File: config.mk
export PLATFORM = sky130hd
export DESIGN_NAME = mul_div_unit
export DESIGN_NICKNAME = d
export VERILOG_FILES = /design/src/rtl/mul_div_unit.sv
export SDC_FILE = /design/constraint.sdc
export NUM_CORES = 1
export LEC_CHECK = 0
export ABC_AREA = 1
export CORE_ASPECT_RATIO = 0.6
export CORE_UTILIZATION = 40
export CTS_BUF_LIST = sky130_fd_sc_hd__clkbuf_16
export CTS_CLUSTER_DIAMETER = 80
export DETAILED_ROUTE_END_ITERATION = 16
export SKIP_CTS_REPAIR_TIMING = 1
export SLEW_MARGIN = 20
export SYNTH_ARGS = -nofsm -noshare
export SYNTH_HDL_FRONTEND = slang
export SYNTH_SLANG_ARGS = --single-unit
File: constraint.sdc
create_clock -name clk -period 5.1 [get_ports clk]
set_clock_uncertainty 0.15 [all_clocks]
set_input_delay 1.275 -clock clk [delete_from_list [all_inputs] [get_ports clk]]
set_output_delay 1.275 -clock clk [all_outputs]
set_load 0.02 [all_outputs]
File: src/rtl/mul_div_unit.sv
// Multi-cycle MIPS mult/multu/div/divu into HI/LO, plus mthi/mtlo writes.
// Fixed 34-cycle busy window (PREP + 32 CALC), result on the FIX edge.
module mul_div_unit #(
  parameter int WIDTH = 32
) (
  input  logic             clk,
  input  logic             rst_n,
  input  logic             start,
  input  logic [1:0]       op,
  input  logic [WIDTH-1:0] a,
  input  logic [WIDTH-1:0] b,
  input  logic             hi_we,
  input  logic             lo_we,
  input  logic [WIDTH-1:0] wdata,
  output logic             busy,
  output logic             done,
  output logic             div_zero,
  output logic [WIDTH-1:0] hi,
  output logic [WIDTH-1:0] lo
);

  localparam int CW = $clog2(WIDTH);

  typedef enum logic [1:0] {IDLE, PREP, CALC, FIX} state_t;

  state_t state, state_nxt;

  logic [1:0]         op_q;
  logic [WIDTH-1:0]   a_q, b_q;
  logic [WIDTH-1:0]   dvs;        // multiplicand (mult) or divisor (div) magnitude
  logic [2*WIDTH-1:0] acc;        // product accumulator or remainder:quotient pair
  logic [CW-1:0]      cnt;
  logic               res_neg, rem_neg;

  logic               is_sgn, is_div;
  logic [WIDTH-1:0]   a_mag, b_mag;
  logic [WIDTH:0]     mul_sum;
  logic [2*WIDTH-1:0] mul_nxt;
  logic [WIDTH:0]     div_trial;
  logic [2*WIDTH-1:0] div_nxt;
  logic [2*WIDTH-1:0] prod_fix;
  logic [WIDTH-1:0]   quo_fix, rem_fix;

  assign is_sgn = ~op_q[0];
  assign is_div = op_q[1];

  always_comb begin
    a_mag = (is_sgn && a_q[WIDTH-1]) ? (~a_q + 1'b1) : a_q;
    b_mag = (is_sgn && b_q[WIDTH-1]) ? (~b_q + 1'b1) : b_q;

    mul_sum = {1'b0, acc[2*WIDTH-1:WIDTH]} + (acc[0] ? {1'b0, dvs} : '0);
    mul_nxt = {mul_sum, acc[WIDTH-1:1]};

    // Trial subtract on the left-shifted remainder; a set top bit means restore.
    div_trial = {acc[2*WIDTH-1:WIDTH], acc[WIDTH-1]} - {1'b0, dvs};
    div_nxt   = div_trial[WIDTH] ? {acc[2*WIDTH-2:0], 1'b0}
                                 : {div_trial[WIDTH-1:0], acc[WIDTH-2:0], 1'b1};

    prod_fix = res_neg ? (~acc + 1'b1) : acc;
    quo_fix  = res_neg ? (~acc[WIDTH-1:0] + 1'b1) : acc[WIDTH-1:0];
    rem_fix  = rem_neg ? (~acc[2*WIDTH-1:WIDTH] + 1'b1) : acc[2*WIDTH-1:WIDTH];
  end

  always_comb begin
    state_nxt = state;
    case (state)
      IDLE:    if (start) state_nxt = PREP;
      PREP:    state_nxt = CALC;
      CALC:    if (cnt == CW'(WIDTH-1)) state_nxt = FIX;
      FIX:     state_nxt = IDLE;
      default: state_nxt = IDLE;
    endcase
  end

  always_ff @(posedge clk or negedge rst_n) begin
    if (!rst_n) state <= IDLE;
    else        state <= state_nxt;
  end

  always_ff @(posedge clk or negedge rst_n) begin
    if (!rst_n) begin
      busy     <= 1'b0;
      done     <= 1'b0;
      div_zero <= 1'b0;
      hi       <= '0;
      lo       <= '0;
      op_q     <= '0;
      a_q      <= '0;
      b_q      <= '0;
      dvs      <= '0;
      acc      <= '0;
      cnt      <= '0;
      res_neg  <= 1'b0;
      rem_neg  <= 1'b0;
    end else begin
      done     <= 1'b0;
      div_zero <= 1'b0;
      case (state)
        IDLE: begin
          if (hi_we) hi <= wdata;
          if (lo_we) lo <= wdata;
          if (start) begin
            op_q <= op;
            a_q  <= a;
            b_q  <= b;
            busy <= 1'b1;
          end
        end
        PREP: begin
          if (is_div) begin
            acc <= {{WIDTH{1'b0}}, a_mag};
            dvs <= b_mag;
          end else begin
            acc <= {{WIDTH{1'b0}}, b_mag};
            dvs <= a_mag;
          end
          res_neg <= is_sgn & (a_q[WIDTH-1] ^ b_q[WIDTH-1]);
          rem_neg <= is_sgn & a_q[WIDTH-1];
          cnt     <= '0;
        end
        CALC: begin
          acc <= is_div ? div_nxt : mul_nxt;
          cnt <= cnt + 1'b1;
        end
        FIX: begin
          if (is_div && b_q == '0) begin
            lo       <= '1;
            hi       <= a_q;
            div_zero <= 1'b1;
          end else if (is_div) begin
            lo <= quo_fix;
            hi <= rem_fix;
          end else begin
            lo <= prod_fix[WIDTH-1:0];
            hi <= prod_fix[2*WIDTH-1:WIDTH];
          end
          done <= 1'b1;
          busy <= 1'b0;
        end
        default: ;
      endcase
    end
  end

endmodule

==> metrics <==
Longest Clk Path Bufs 3; die outline area between 50,000 and 60,000 sq um; CP required approximately 5.4 ns; Post-Syn Instances between 3,000 and 4,000; Routability Congestion roughly 1.0; status complete, no violations; wire per inst between 20 and 25 um; Crit path max-delay family simple AND/OR/NAND/NOR gates; Final Max Tran Viols 0; clk sink count approximately 240; critical path's slowest cell dfrtp_2; Avg Synthesized Cell Area roughly 5.9 sq um; Port Buffers 169; post-synth cell types ~50; Overall Global Routing Usage approximately a third; Max VDD drop 414 uV; DRC viols 0; Hold WC Path Type reg2reg; cts bufs inserted 27; core box area 52,500 sq um; Final setup violation count 0; Achievable Freq 291 MHz; largest net degree at the start of global routing 161; Slew HR 37.0%; overall power 19.9 mW; Pleak 12.6 nW; WP buf/inv 4; worst hold stages 2; Worst Path Max Fanout 35; Cell Area, Placed 23,600 sq um; slowest cell delay on critical path between 0.8 and 0.9 ns; Worst Setup End Kind flip-flop; share of cells above drive strength 1 3.18%; hold path endpoint lo[26]; critical path type reg2reg; RSZ-0062 raised after global routing false; Period minus WS final 3.44 ns; Final Cell Area around 24,000 sq um; Core Rows 65; chip width ~300 um; Syn Nets 3,776; Final Cycle Share around two thirds; grt total ovfl 0; clock root buffer clkbuf_16; Post-synth EDFFs 0; post-synthesis sequential area ratio approximately 28%; First-pass DRT Iterations 7; Clk Latency, worst-skew pair roughly 0.6 ns; max_cap viols 0; reg2reg start acc[0]; Post-synth ARST share 100%; final hold vios 0; Worst-Margin Slew 0.945 ns; final WL slightly below 100,000 um; Initial DRC Count 3,272; crit-path most repeated cell nand2_1; area growth from synthesis to layout 14.4%; most common cell after layout, fill and taps aside nand2_1; CP arrival 3.75 ns; Cell Chain, Critical Path nand2_1 -> inv_1 -> ha_1 -> inv_1 -> fa_1 -> inv_1 -> nand3_1 -> nand3_1 -> nand2_1 -> nand2_1 -> nand2_1 -> nand2_1 -> nand2_1 -> nand3_1 -> nand3_1 -> nand2_1 -> inv_1 -> nand2_1 -> nand2_1; initial antenna violation count 1; Cell Area, Synth around 21,000 sq um; Die H roughly 180 um; HP Start lo[26]; Startpoint Class flip-flop; via count 24,200; r2r endpoint acc[53]; Initial Util 40.5%; CTS clock-pin slew for the worst setup and hold paths 0.06 ns; number of global-route vias before repair 21,000; nets approximately 3,900; yosys warns 0; Detail Placement HPWL 78,300 um; top_reg_cell synth dfrtp_1; Sum Neg Setup Slack 0 ns; most frequent cells in the layout 1,150 x nand2_1, 537 x inv_1, 391 x nand3_1, 382 x nor2_1, 236 x dfrtp_1; Layout Utilization 46.4%; H-tree levels 1; first-pass GRT wire length roughly 140,000 um; R2R setup slack 1.66 ns; DR vias/cell 5.47; power per cell area approximately 820 nW/um^2; Yosys reg bits 238; CTS tree built; Final ANT Viol Nets 0; Ports 170; Hold WS 0.347 ns; R2R cell count 19
## synth_stat cells (all sizes together), types with 14 or more instances
| cell | instances | area share (%) |
|---|---|---|
| nor2 | 398 | 7.2 |
| o22ai | 14 | 0.41 |
| nand3 | 393 | 9.3 |
| a21oi | 161 | 3.8 |
| clkbuf | 83 | 1.5 |
| dfrtp | 238 | 28 |
| nor3 | 33 | 0.85 |
| xor2 | 53 | 2.2 |
| buf | 43 | 1.2 |
| nand2 | 1162 | 21 |
| o211ai | 14 | 0.49 |
| inv | 543 | 9.6 |
| ha | 74 | 4.3 |
| a31oi | 29 | 0.85 |
| nand4 | 42 | 1.2 |
| o21ai | 233 | 5.5 |
## sequential cells by signal, indices dropped and copies added (netlist names)
signal    count
cnt           5
op_q          2
rem_neg       1
state         2
div_zero      1
dvs          32
done          1
res_neg       1
acc          64
busy          1
b_q          32
lo           32
a_q          32
hi           32
## stage by stage
step                instances  setup WS [ns]
CTS                      4416           1.75
detailed placement       4367           1.45
global placement         4367           1.46
global route             4416           1.41
finish                   4418           1.66
floorplan                3597           2.41
## where the power goes
part | switching, mW | internal, mW
Clock | 0.884 | 1.01
Combinational | 9.56 | 4.08
Sequential | 1.56 | 2.81
Total | 12.0 | 7.91
## worst register-to-register path: stages, from the launching register on
cell and delay, ns:
dfrtp_2 0.86, nand2_1 0.11, inv_1 0.09, ha_1 0.35, inv_1 0.10, fa_1 0.42, inv_1 0.10, nand3_1 0.08
nand3_1 0.20, nand2_1 0.08, nand2_1 0.12, nand2_1 0.07, nand2_1 0.14, nand2_1 0.09, nand3_1 0.07, nand3_1 0.08
nand2_1 0.08, inv_1 0.05, nand2_1 0.06, nand2_1 0.05
## layout make-up
| type | count | area, sq um |
|---|---|---|
| antenna | 2 | 5.00 |
| clock buffer | 27 | 676 |
| clock inverter | 22 | 140 |
| fill | 5805 | 28200 |
| inverter | 546 | 2050 |
| multi-input combinational | 2687 | 12700 |
| sequential | 238 | 5960 |
| tap | 703 | 880 |
| timing repair buffer | 193 | 1910 |
## kinds of logic (layout without fill, tap and decap cells)
group | count (synthesis) | after routing | share of synthesized area [%]
flip-flops | 238 | 238 | 28.0
XOR/XNOR | 66 | 66 | 2.71
adder cells (fa/ha/maj) | 76 | 76 | 4.53
AND/OR/NAND/NOR | 2058 | 2058 | 40.2
buffers and inverters | 672 | 788 | 12.2
other | 0 | 2 | 0
AO/OA/AOI/OAI | 487 | 487 | 12.4
## routing by layer
metal	vias to the layer above	part of all wire, %	global-route usage, %
met5	-	0	0
met4	0	1.8	5.84
met3	93	17	17.3
met2	1387	33	39.4
met1	11100	48	56.4
li1	11600	-	-
## how the worst max path moves through the flow
stage	startpoint	slack, ns	to	cells after the start
after global routing	acc[0]	1.41	acc[53]	19
after CTS	acc[0]	1.75	acc[53]	19
after detailed placement	start	1.45	b_q[12]	5
after global placement	acc[0]	1.46	acc[61]	19
final	acc[0]	1.66	acc[53]	19
after floorplan	acc[0]	2.41	acc[61]	21
(Power assumes the default switching activity.)
